**config.mk**
```make
export PLATFORM = sky130hd
export DESIGN_NAME = lsf_input_feeder
export DESIGN_NICKNAME = d
export VERILOG_FILES = /design/src/rtl/lsf_bus_const_pkg.sv /design/src/rtl/lsf_input_feeder_pkg.sv /design/src/rtl/lsf_fwft_fifo.sv /design/src/rtl/lsf_input_feeder.sv
export SDC_FILE = /design/constraint.sdc
export NUM_CORES = 1
export LEC_CHECK = 0
export BUFFER_PORTS_ARGS = -buffer_cell sky130_fd_sc_hd__buf_2
export CORE_ASPECT_RATIO = 1.4
export CORE_MARGIN = 1
export CORE_UTILIZATION = 45
export CTS_BUF_LIST = sky130_fd_sc_hd__clkbuf_16
export CTS_CLUSTER_SIZE = 16
export DETAILED_ROUTE_END_ITERATION = 12
export PLACE_DENSITY = 0.61
export SLEW_MARGIN = 20
export SYNTH_ARGS = -nofsm -noshare
export SYNTH_HDL_FRONTEND = slang
export SYNTH_HIERARCHICAL = 1
export SYNTH_SLANG_ARGS = --single-unit
```
**constraint.sdc**
```tcl
create_clock -name clk -period 2.7 [get_ports clk]
set_clock_uncertainty 0.2 [all_clocks]
set_input_delay 0.27 -clock clk [delete_from_list [all_inputs] [get_ports clk]]
set_output_delay 0.27 -clock clk [all_outputs]
set_load 0.05 [all_outputs]
```
**src/rtl/lsf_bus_const_pkg.sv**
```systemverilog
// Bus widths shared between the HPS, the sector-logic processor and the LSF.
package lsf_bus_const_pkg;
    localparam int HPS_LSF_LEN        = 32;
    localparam int SLCPROC_HPS_SF_LEN = 48;
endpackage

```
**src/rtl/lsf_input_feeder_pkg.sv**
```systemverilog
// LSF-side constants and helpers for the input feeder that buffers hits and ROIs.
package lsf_input_feeder_pkg;
    localparam int LSF_FEED_HIT_DEPTH = 32;
    localparam int LSF_FEED_ROI_DEPTH = 4;

    localparam int                 EV_CNT_W   = 10;
    localparam logic [EV_CNT_W-1:0] EV_CNT_MAX = '1;

    typedef enum logic [1:0] {
        ERR_HIT_OVF = 2'd0,
        ERR_ROI_OVF = 2'd1,
        ERR_HIT_UDF = 2'd2,
        ERR_ROI_UDF = 2'd3
    } err_bit_e;

    function automatic logic [15:0] sat_inc16(input logic [15:0] v);
        return (v == 16'hFFFF) ? v : v + 16'd1;
    endfunction
endpackage

```
**src/rtl/lsf_fwft_fifo.sv**
```systemverilog
// First-word-fall-through FIFO: head word is visible whenever empty is low,
// a read pops on the same edge. DEPTH must be a power of two, at least 2.
module lsf_fwft_fifo #(
    parameter int WIDTH = 32,
    parameter int DEPTH = 32
) (
    input  logic             clk,
    input  logic             rst_n,
    input  logic             srst,
    input  logic             wr_en,
    input  logic [WIDTH-1:0] wr_data,
    input  logic             rd_en,
    output logic [WIDTH-1:0] rd_data,
    output logic             full,
    output logic             empty,
    output logic             overflow,
    output logic             underflow
);
    localparam int AW = $clog2(DEPTH);

    logic [AW-1:0]    wr_ptr_q, wr_ptr_d;
    logic [AW-1:0]    rd_ptr_q, rd_ptr_d;
    logic [AW:0]      occ_q, occ_d;
    logic [WIDTH-1:0] mem_q [DEPTH];
    logic             do_wr, do_rd;

    assign empty     = (occ_q == '0);
    assign full      = (occ_q == (AW+1)'(DEPTH));
    assign do_rd     = rd_en && !empty;
    // A full buffer still takes a write when the head is popped on the same edge.
    assign do_wr     = wr_en && (!full || do_rd);
    assign overflow  = wr_en && !do_wr;
    assign underflow = rd_en && empty;
    assign rd_data   = empty ? '0 : mem_q[rd_ptr_q];

    always_comb begin
        wr_ptr_d = wr_ptr_q;
        rd_ptr_d = rd_ptr_q;
        occ_d    = occ_q;
        if (do_wr) wr_ptr_d = wr_ptr_q + AW'(1);
        if (do_rd) rd_ptr_d = rd_ptr_q + AW'(1);
        case ({do_wr, do_rd})
            2'b10:   occ_d = occ_q + (AW+1)'(1);
            2'b01:   occ_d = occ_q - (AW+1)'(1);
            default: occ_d = occ_q;
        endcase
    end

    always_ff @(posedge clk or negedge rst_n) begin
        if (!rst_n) begin
            wr_ptr_q <= '0;
            rd_ptr_q <= '0;
            occ_q    <= '0;
        end else if (srst) begin
            wr_ptr_q <= '0;
            rd_ptr_q <= '0;
            occ_q    <= '0;
        end else begin
            wr_ptr_q <= wr_ptr_d;
            rd_ptr_q <= rd_ptr_d;
            occ_q    <= occ_d;
        end
    end

    // Storage needs no reset: rd_data is forced to zero while empty.
    always_ff @(posedge clk) begin
        if (do_wr) mem_q[wr_ptr_q] <= wr_data;
    end
endmodule

```
**src/rtl/lsf_input_feeder.sv**
```systemverilog
// Buffers MDT hits and ROIs for the LSF, enforcing a per-event hit cap and
// keeping drop/error statistics.
module lsf_input_feeder
    import lsf_bus_const_pkg::*;
    import lsf_input_feeder_pkg::*;
#(
    parameter int HIT_DEPTH = LSF_FEED_HIT_DEPTH,
    parameter int ROI_DEPTH = LSF_FEED_ROI_DEPTH
) (
    input  logic                          clk,
    input  logic                          rst,
    input  logic                          srst,
    input  logic [HPS_LSF_LEN-1:0]        hit_in,
    input  logic                          hit_in_vld,
    input  logic                          hit_in_last,
    input  logic [SLCPROC_HPS_SF_LEN-1:0] roi_in,
    input  logic                          roi_in_vld,
    input  logic [EV_CNT_W-1:0]           hit_cap,
    output logic [HPS_LSF_LEN-1:0]        mdt_hit,
    output logic                          mdt_hit_empty,
    input  logic                          mdt_hit_re,
    output logic [SLCPROC_HPS_SF_LEN-1:0] roi,
    output logic                          roi_empty,
    input  logic                          roi_re,
    output logic [15:0]                   hit_drop_cnt,
    output logic [3:0]                    err_flags
);
    logic [1:0]          rst_sync_q;
    logic                rst_n_int;
    logic [EV_CNT_W-1:0] ev_cnt_q, ev_cnt_d;
    logic [15:0]         drop_cnt_q, drop_cnt_d;
    logic [3:0]          err_q, err_d;
    logic                cap_drop, hit_wr;
    logic                hit_ovf, hit_udf, roi_ovf, roi_udf;
    logic                hit_full_unused, roi_full_unused;

    // Assert asynchronously, release two edges after rst rises.
    always_ff @(posedge clk or negedge rst) begin
        if (!rst) rst_sync_q <= 2'b00;
        else      rst_sync_q <= {rst_sync_q[0], 1'b1};
    end
    assign rst_n_int = rst_sync_q[1];

    assign cap_drop = hit_in_vld && (hit_cap != '0) && (ev_cnt_q >= hit_cap);
    assign hit_wr   = hit_in_vld && !cap_drop;

    lsf_fwft_fifo #(.WIDTH(HPS_LSF_LEN), .DEPTH(HIT_DEPTH)) u_hit_fifo (
        .clk       (clk),
        .rst_n     (rst_n_int),
        .srst      (srst),
        .wr_en     (hit_wr),
        .wr_data   (hit_in),
        .rd_en     (mdt_hit_re),
        .rd_data   (mdt_hit),
        .full      (hit_full_unused),
        .empty     (mdt_hit_empty),
        .overflow  (hit_ovf),
        .underflow (hit_udf)
    );

    lsf_fwft_fifo #(.WIDTH(SLCPROC_HPS_SF_LEN), .DEPTH(ROI_DEPTH)) u_roi_fifo (
        .clk       (clk),
        .rst_n     (rst_n_int),
        .srst      (srst),
        .wr_en     (roi_in_vld),
        .wr_data   (roi_in),
        .rd_en     (roi_re),
        .rd_data   (roi),
        .full      (roi_full_unused),
        .empty     (roi_empty),
        .overflow  (roi_ovf),
        .underflow (roi_udf)
    );

    always_comb begin
        ev_cnt_d = ev_cnt_q;
        if (hit_in_vld) begin
            if (hit_in_last)                ev_cnt_d = '0;
            else if (ev_cnt_q != EV_CNT_MAX) ev_cnt_d = ev_cnt_q + EV_CNT_W'(1);
        end
        // A hit that is both over the cap and hits a full buffer counts once.
        drop_cnt_d = (cap_drop || hit_ovf) ? sat_inc16(drop_cnt_q) : drop_cnt_q;
        err_d = err_q;
        err_d[ERR_HIT_OVF] = err_q[ERR_HIT_OVF] | hit_ovf;
        err_d[ERR_ROI_OVF] = err_q[ERR_ROI_OVF] | roi_ovf;
        err_d[ERR_HIT_UDF] = err_q[ERR_HIT_UDF] | hit_udf;
        err_d[ERR_ROI_UDF] = err_q[ERR_ROI_UDF] | roi_udf;
    end

    always_ff @(posedge clk or negedge rst_n_int) begin
        if (!rst_n_int) begin
            ev_cnt_q   <= '0;
            drop_cnt_q <= '0;
            err_q      <= '0;
        end else if (srst) begin
            ev_cnt_q   <= '0;
            drop_cnt_q <= '0;
            err_q      <= '0;
        end else begin
            ev_cnt_q   <= ev_cnt_d;
            drop_cnt_q <= drop_cnt_d;
            err_q      <= err_d;
        end
    end

    assign hit_drop_cnt = drop_cnt_q;
    assign err_flags    = err_q;
endmodule

```
Word-level counts from Yosys, hierarchy flattened --
Memory sizes are Yosys's and may differ from the RTL's. Cells that the tools add are included.
Storage, ports and cells: register bits 55, output and inout port bits 102, memory bits (writable) 1216, memories kept 2, logic and storage cells 97, input port bits 98
Cells by class: reduce and logical (&&, ||, !) cells 35, $add $sub $neg 10, bitwise gates (word level) 4, $lt $le $gt $ge 1, muxes and demuxes 26, eq/ne operators 9
Memories:
- u_hit_fifo.mem_q | depth 32, width 32, rd ports 1, clocked after Yosys merged registers in 0, wr ports 1, RTL line lsf_fwft_fifo.sv:24 | logic [WIDTH-1:0] mem_q [DEPTH];
- u_roi_fifo.mem_q | depth 4, width 48, rd ports 1, clocked after Yosys merged registers in 0, wr ports 1, RTL line lsf_fwft_fifo.sv:24
Operators with widths (number):
- two-way mux 16 bit | 3
- two-way mux 48 bit | 1
- two-way mux 10 bit | 4
- two-way mux 32 bit | 1
- two-way mux 5 bit | 4
- adder 16 x 1 -> 16 bit, second input constant | 1
- equality test 16 bit, second input constant | 1
- one-hot mux 6 bit (2 select lines) | 1
- nonzero test 2 bit | 6
- logical AND 1 bit | 11
- adder 10 x 1 -> 10 bit, second input constant | 1
- adder 5 x 1 -> 5 bit, second input constant | 2
- >= comparator 10 bit | 1
- inequality test 10 bit, second input constant | 1
- nonzero test 10 bit | 1
- nonzero test 3 bit | 3
- two-way mux 2 bit | 4
- zero test 1 bit | 7
- adder 6 x 1 -> 6 bit, second input constant | 1
- equality test 6 bit, second input constant | 1
- zero test 6 bit | 1
- two-way mux 6 bit | 1
- one-hot mux 3 bit (2 select lines) | 1
- subtractor 6 x 1 -> 6 bit, second input constant | 1
- 14 further kinds | 26

Logic depth before layout (Yosys ltp) --
depth after elaboration 11, mapped depth 16, gate-level depth less buffers 14

By module --
Netlist, hierarchy kept.
Modules (own cells, without submodules):
- lsf_fwft_fifo (u_hit_fifo) | times used 1, cells an instance 1868, area each 39919.5 µm², sequential area each 31149.9 µm²
- lsf_fwft_fifo (u_roi_fifo) | times used 1, cells an instance 375, area each 7856.3 µm², sequential area each 5940.7 µm²
- lsf_input_feeder | times used 1, cells an instance 212, area each 1888.1 µm², sequential area each 800.8 µm²

Worst setup path before layout --
OpenSTA, ideal clock, no wires.
kind reg2reg, start point register ev_cnt_q[0], end point memory u_hit_fifo.mem_q[42][0] (netlist: u_hit_fifo/mem_q[21][0]), enable pin, stages on the path, launching flop included 14, arrival time 3.709 ns, buffers on the path 3, slack -1.631 ns, cell sequence dfrtp_1 > inv_1 > ha_1 > nand2b_4 > a211oi_2 > nor3_1 > o31a_1 > buf_4 > nor2_1 > clkbuf_1 > o41a_1 > buf_6 > nand2_1 > nor2_1
On the way: cells in the longest elaborated chain, start to end 7
RTL lines:
- start, declared | RTL line lsf_input_feeder.sv:30 | logic [EV_CNT_W-1:0] ev_cnt_q, ev_cnt_d;
- start signal, assigned | RTL line lsf_input_feeder.sv:100 | ev_cnt_q <= ev_cnt_d;
- >= comparator 10 bit | RTL line lsf_input_feeder.sv:44 | assign cap_drop = hit_in_vld && (hit_cap != '0) && (ev_cnt_q >= hit_cap);
- logical AND 1 bit | RTL line lsf_input_feeder.sv:44
- zero test 1 bit | RTL line lsf_input_feeder.sv:45 | assign hit_wr = hit_in_vld && !cap_drop;
- logical AND 1 bit | RTL line lsf_input_feeder.sv:45
- named net hit_wr | RTL line lsf_input_feeder.sv:33 | logic cap_drop, hit_wr;
- logical AND 1 bit | RTL line lsf_fwft_fifo.sv:31 | assign do_wr = wr_en && (!full || do_rd);
- two-way mux 1 bit | RTL line lsf_fwft_fifo.sv:67 | if (do_wr) mem_q[wr_ptr_q] <= wr_data;
- two-way mux 1 bit (implied by the code) | RTL line lsf_fwft_fifo.sv:67
- end, declared | RTL line lsf_fwft_fifo.sv:24
The timed path passes the listed nets, and every way through them passes these cells.

Worst setup path in the final report --
start point register u_hit_fifo.rd_ptr_q[0], end point output mdt_hit[13]
On the way: cells in the longest elaborated chain, start to end 2
RTL lines:
- start, declared | RTL line lsf_fwft_fifo.sv:22 | logic [AW-1:0] rd_ptr_q, rd_ptr_d;
- start signal, assigned | RTL line lsf_fwft_fifo.sv:60 | rd_ptr_q <= rd_ptr_d;
- memory read (32 x 32 bit)
- two-way mux 32 bit | RTL line lsf_fwft_fifo.sv:34 | assign rd_data = empty ? '0 : mem_q[rd_ptr_q];
- end, declared | RTL line lsf_input_feeder.sv:19 | output logic [HPS_LSF_LEN-1:0] mdt_hit,
Every way passes these cells.

==> summary.md <==
| Metric | Value |
|---|---|
| Port Buffers | 199 |
| Slowest stage delay, CP | ~0.55 ns |
| Clock Latency Late Sink | roughly 0.74 ns |
| Global route total overflow | 0 |
| Total power | approximately 54000 uW |
| DP Worst Slack | -0.5965 ns |
| Area after DPL | 56020 um^2 |
| Final hold violation count | 0 |
| Register area | 37910 um^2 |
| Via/cell ratio | around 5.7 |
| Reg2Reg Setup Slack | -0.72 ns |
| Critical path launch point | u_hit_fifo/rd_ptr_q[0]$_DFFE_PN0P_ |
| Final setup violation count | about 1100 |
| Most frequent CP cell | buf_12 |
| Crit. End Element | output pin |
| First-pass GRT wire length | roughly 180 mm |
| R2R Path Start | ev_cnt_q[0]$_DFFE_PN0P_ |
| Overall global routing resource usage | 22.43% |
| Fmax | about 290 MHz |
| Slowest cell on the critical path | mux4_2 |
| Row Count | 143 |
| Final Cycle Share | 128.6% |
| Chip height | 395.1 um |
| CTS Buf Count | 115 |
| CTS tree | yes |
| DRC viols | 0 |
| Crit path required time | between 2 and 2.5 ns |
| Synth-to-Final Area Change | 30.74% |
| Final Cell Area | 64920 um^2 |
| Failing checks | negative setup slack |
| Status | finished with violations |
| Worst Setup Start Kind | register |
| Final worst slack | -0.7710 ns |
| GP Congestion | between 0.8 and 0.9 |
| Number of routed nets with antenna violations | 0 |
| Area of the multi-input gates | 12380 um^2 |
| Drt first pass iters | 7 |
| RSZ-0062 raised after global routing | yes |
| Measured slew at the worst slew-check pin | 0.7788 ns |
| Ys Warns | 6 |
| Fill cell count | 7659 |
| Die Wd | roughly 280 um |
| Starting DRT DRC Count | roughly 2200 |
| Arr. time, crit path | 3.00 ns |
| Post-Synthesis Cell Area | 49660 um^2 |
| Worst hold path type | register to async pin |
| R2r endpoint | u_hit_fifo/mem_q[26][3]$_DFFE_PP_ |
| Drt wl/cell | between 20 and 30 um |
| Crit Path Category | register to output pin |
| DP HPWL | ~75 mm |
| CP Cell Sequence | buf_12, buf_12, buf_12, buf_4, mux4_2, a21oi_4, a21o_4, a21oi_4, buf_6 |
| Avg Inst Size Synth | 20.24 um^2 |
| # IOs | 200 |
| DP Cell Count | 4259 |
| Fin. max-slew vios | 0 |
| Routed WL | 127.0 mm |
| CTS sink cnt | 1271 |
| Die Footprint | 111700 um^2 |
| Cell area power density | a little over 800 nW/um^2 |
| Root buffer cell | clkbuf_16 |
| Largest net degree at the start of global routing | 51 |
| Synth Instances | 2454 |
| Starting Density | a little under half |
| Initial antenna violation count | 1 |
| Core area | 109000 um^2 |
| Leak pwr | 0.02199 uW |
| Min Clock Period, post-route | 3.471 ns |
| R2R cell count | 18 |
| Via count | 26968 |
| Max Cap Violations | 0 |
| Final cell count without fillers | 4748 |
| Worst setup path endpoint | mdt_hit[13] |
| Share of layout cells above drive strength 1 | 40.66% |
| Maximum buffer depth of the clock tree | 3 |
| Vias in the first global route | roughly 28000 |
| VDD IR max | around 0.6 mV |
| Slew margin rel. | around 48% |
| H-tree Lvls | 3 |
| CTS clk-pin slew, worst paths | ~0.060 ns |
| Syn_nets | about 2600 |
| Crit Path Max Fanout | 8 |
| Net count, final | 3327 |
==> timing repair <==
action | 4_1_cts | 5_1_grt
hold buffers | 92 | 0
gates cloned | 38 | 22
pin swaps | 69 | 64
endpoints found under the setup margin | 1133 | 1135
setup buffers | 107 | 47
endpoints found under the hold margin | 1257 | 0
resized for setup | 285 | 109
==> worst max-delay path, delay by kind of cell, from the launching register on <==
kind,cells,cell delay (ns)
AOI/OAI and AO/OA,3,0.47
DFF,1,0.44
buffers and inverters,5,0.76
muxes,1,0.55
==> layout by cell type, fill, tap and decap left out, types with 9 or more instances in the layout <==
cell type	instances
buf_16	30
clkinv_2	23
buf_4	218
inv_1	42
o221ai_2	16
a22oi_1	14
nand3_1	16
nand2_1	26
a211oi_1	9
a21oi_2	39
buf_2	166
o221ai_1	16
ha_1	22
buf_8	17
edfxtp_1	1216
o21ai_0	29
dlygate4sd3_1	92
a21oi_1	25
xor2_1	17
buf_12	161
buf_6	64
a21oi_4	20
nor2b_1	53
a21o_1	35
a211oi_2	25
clkinv_1	24
bufinv_16	9
mux2i_1	121
dfrtp_1	49
mux4_2	240
nor2_1	52
a22oi_2	50
clkbuf_16	134
nor2_4	35
o22ai_1	27
==> metal layers <==
metal  wire, um  GRT usage (%)
met5          0              0
met3       6871          2.811
met4       3729          6.940
met2      66050          38.97
met1      50370          29.25
==> worst min-delay path by stage <==
stage,start,end,slack [ns],cells past startpoint
3_5_place_dp,rst,rst_sync_q[0]$_DFF_PN0_,-0.14,1
4_1_cts,roi_in[1],u_roi_fifo/mem_q[1][1]$_DFFE_PP_,0.03,2
5_1_grt,roi_in[25],u_roi_fifo/mem_q[3][25]$_DFFE_PP_,0.09,2
3_3_place_gp,rst,rst_sync_q[0]$_DFF_PN0_,-0.14,1
2_1_floorplan,rst,rst_sync_q[0]$_DFF_PN0_,-0.23,0
6_report,rst_sync_q[1]$_DFF_PN0_,err_flags[3]$_DFF_PN0_,0.06,1
==> power breakdown <==
part	switching, uW	total [uW]	internal (uW)
combinational	8030	15800	7770
clock	7220	15900	8650
sequential	126	22100	21900
==> sequential cells by signal (all words and copies together), names as in the netlist <==
register,cells
rst_sync_q,2
ev_cnt_q,10
u_roi_fifo/rd_ptr_q,2
u_hit_fifo/occ_q,6
u_roi_fifo/mem_q,192
hit_drop_cnt,16
u_roi_fifo/wr_ptr_q,2
u_hit_fifo/mem_q,1024
u_hit_fifo/rd_ptr_q,5
err_flags,4
u_roi_fifo/occ_q,3
u_hit_fifo/wr_ptr_q,5
==> layout make-up <==
type | count | area share, %
sequential | 1271 | 58.39
multi-input combinational | 1021 | 19.07
timing repair buffer | 772 | 13.94
clock buffer | 115 | 4.433
tap | 1450 | 2.794
clock inverter | 96 | 1.228
inverter | 21 | 0.1407
antenna | 2 | 0.007709
==> through the flow <==
stage / hold WS, ns / setup TNS (ns) / utilization, %
final: 0.06427 / -645.77 / 59.58
after global routing: 0.08692 / -777.64 / 59.58
after CTS: 0.02774 / -660.13 / 58.73
after detailed placement: -0.1420 / -543.23 / 51.41
after global placement: -0.1424 / -484.43 / 51.41
after floorplan: -0.2256 / -567.94 / -
Note: power is estimated with default switching activity, not from simulation.
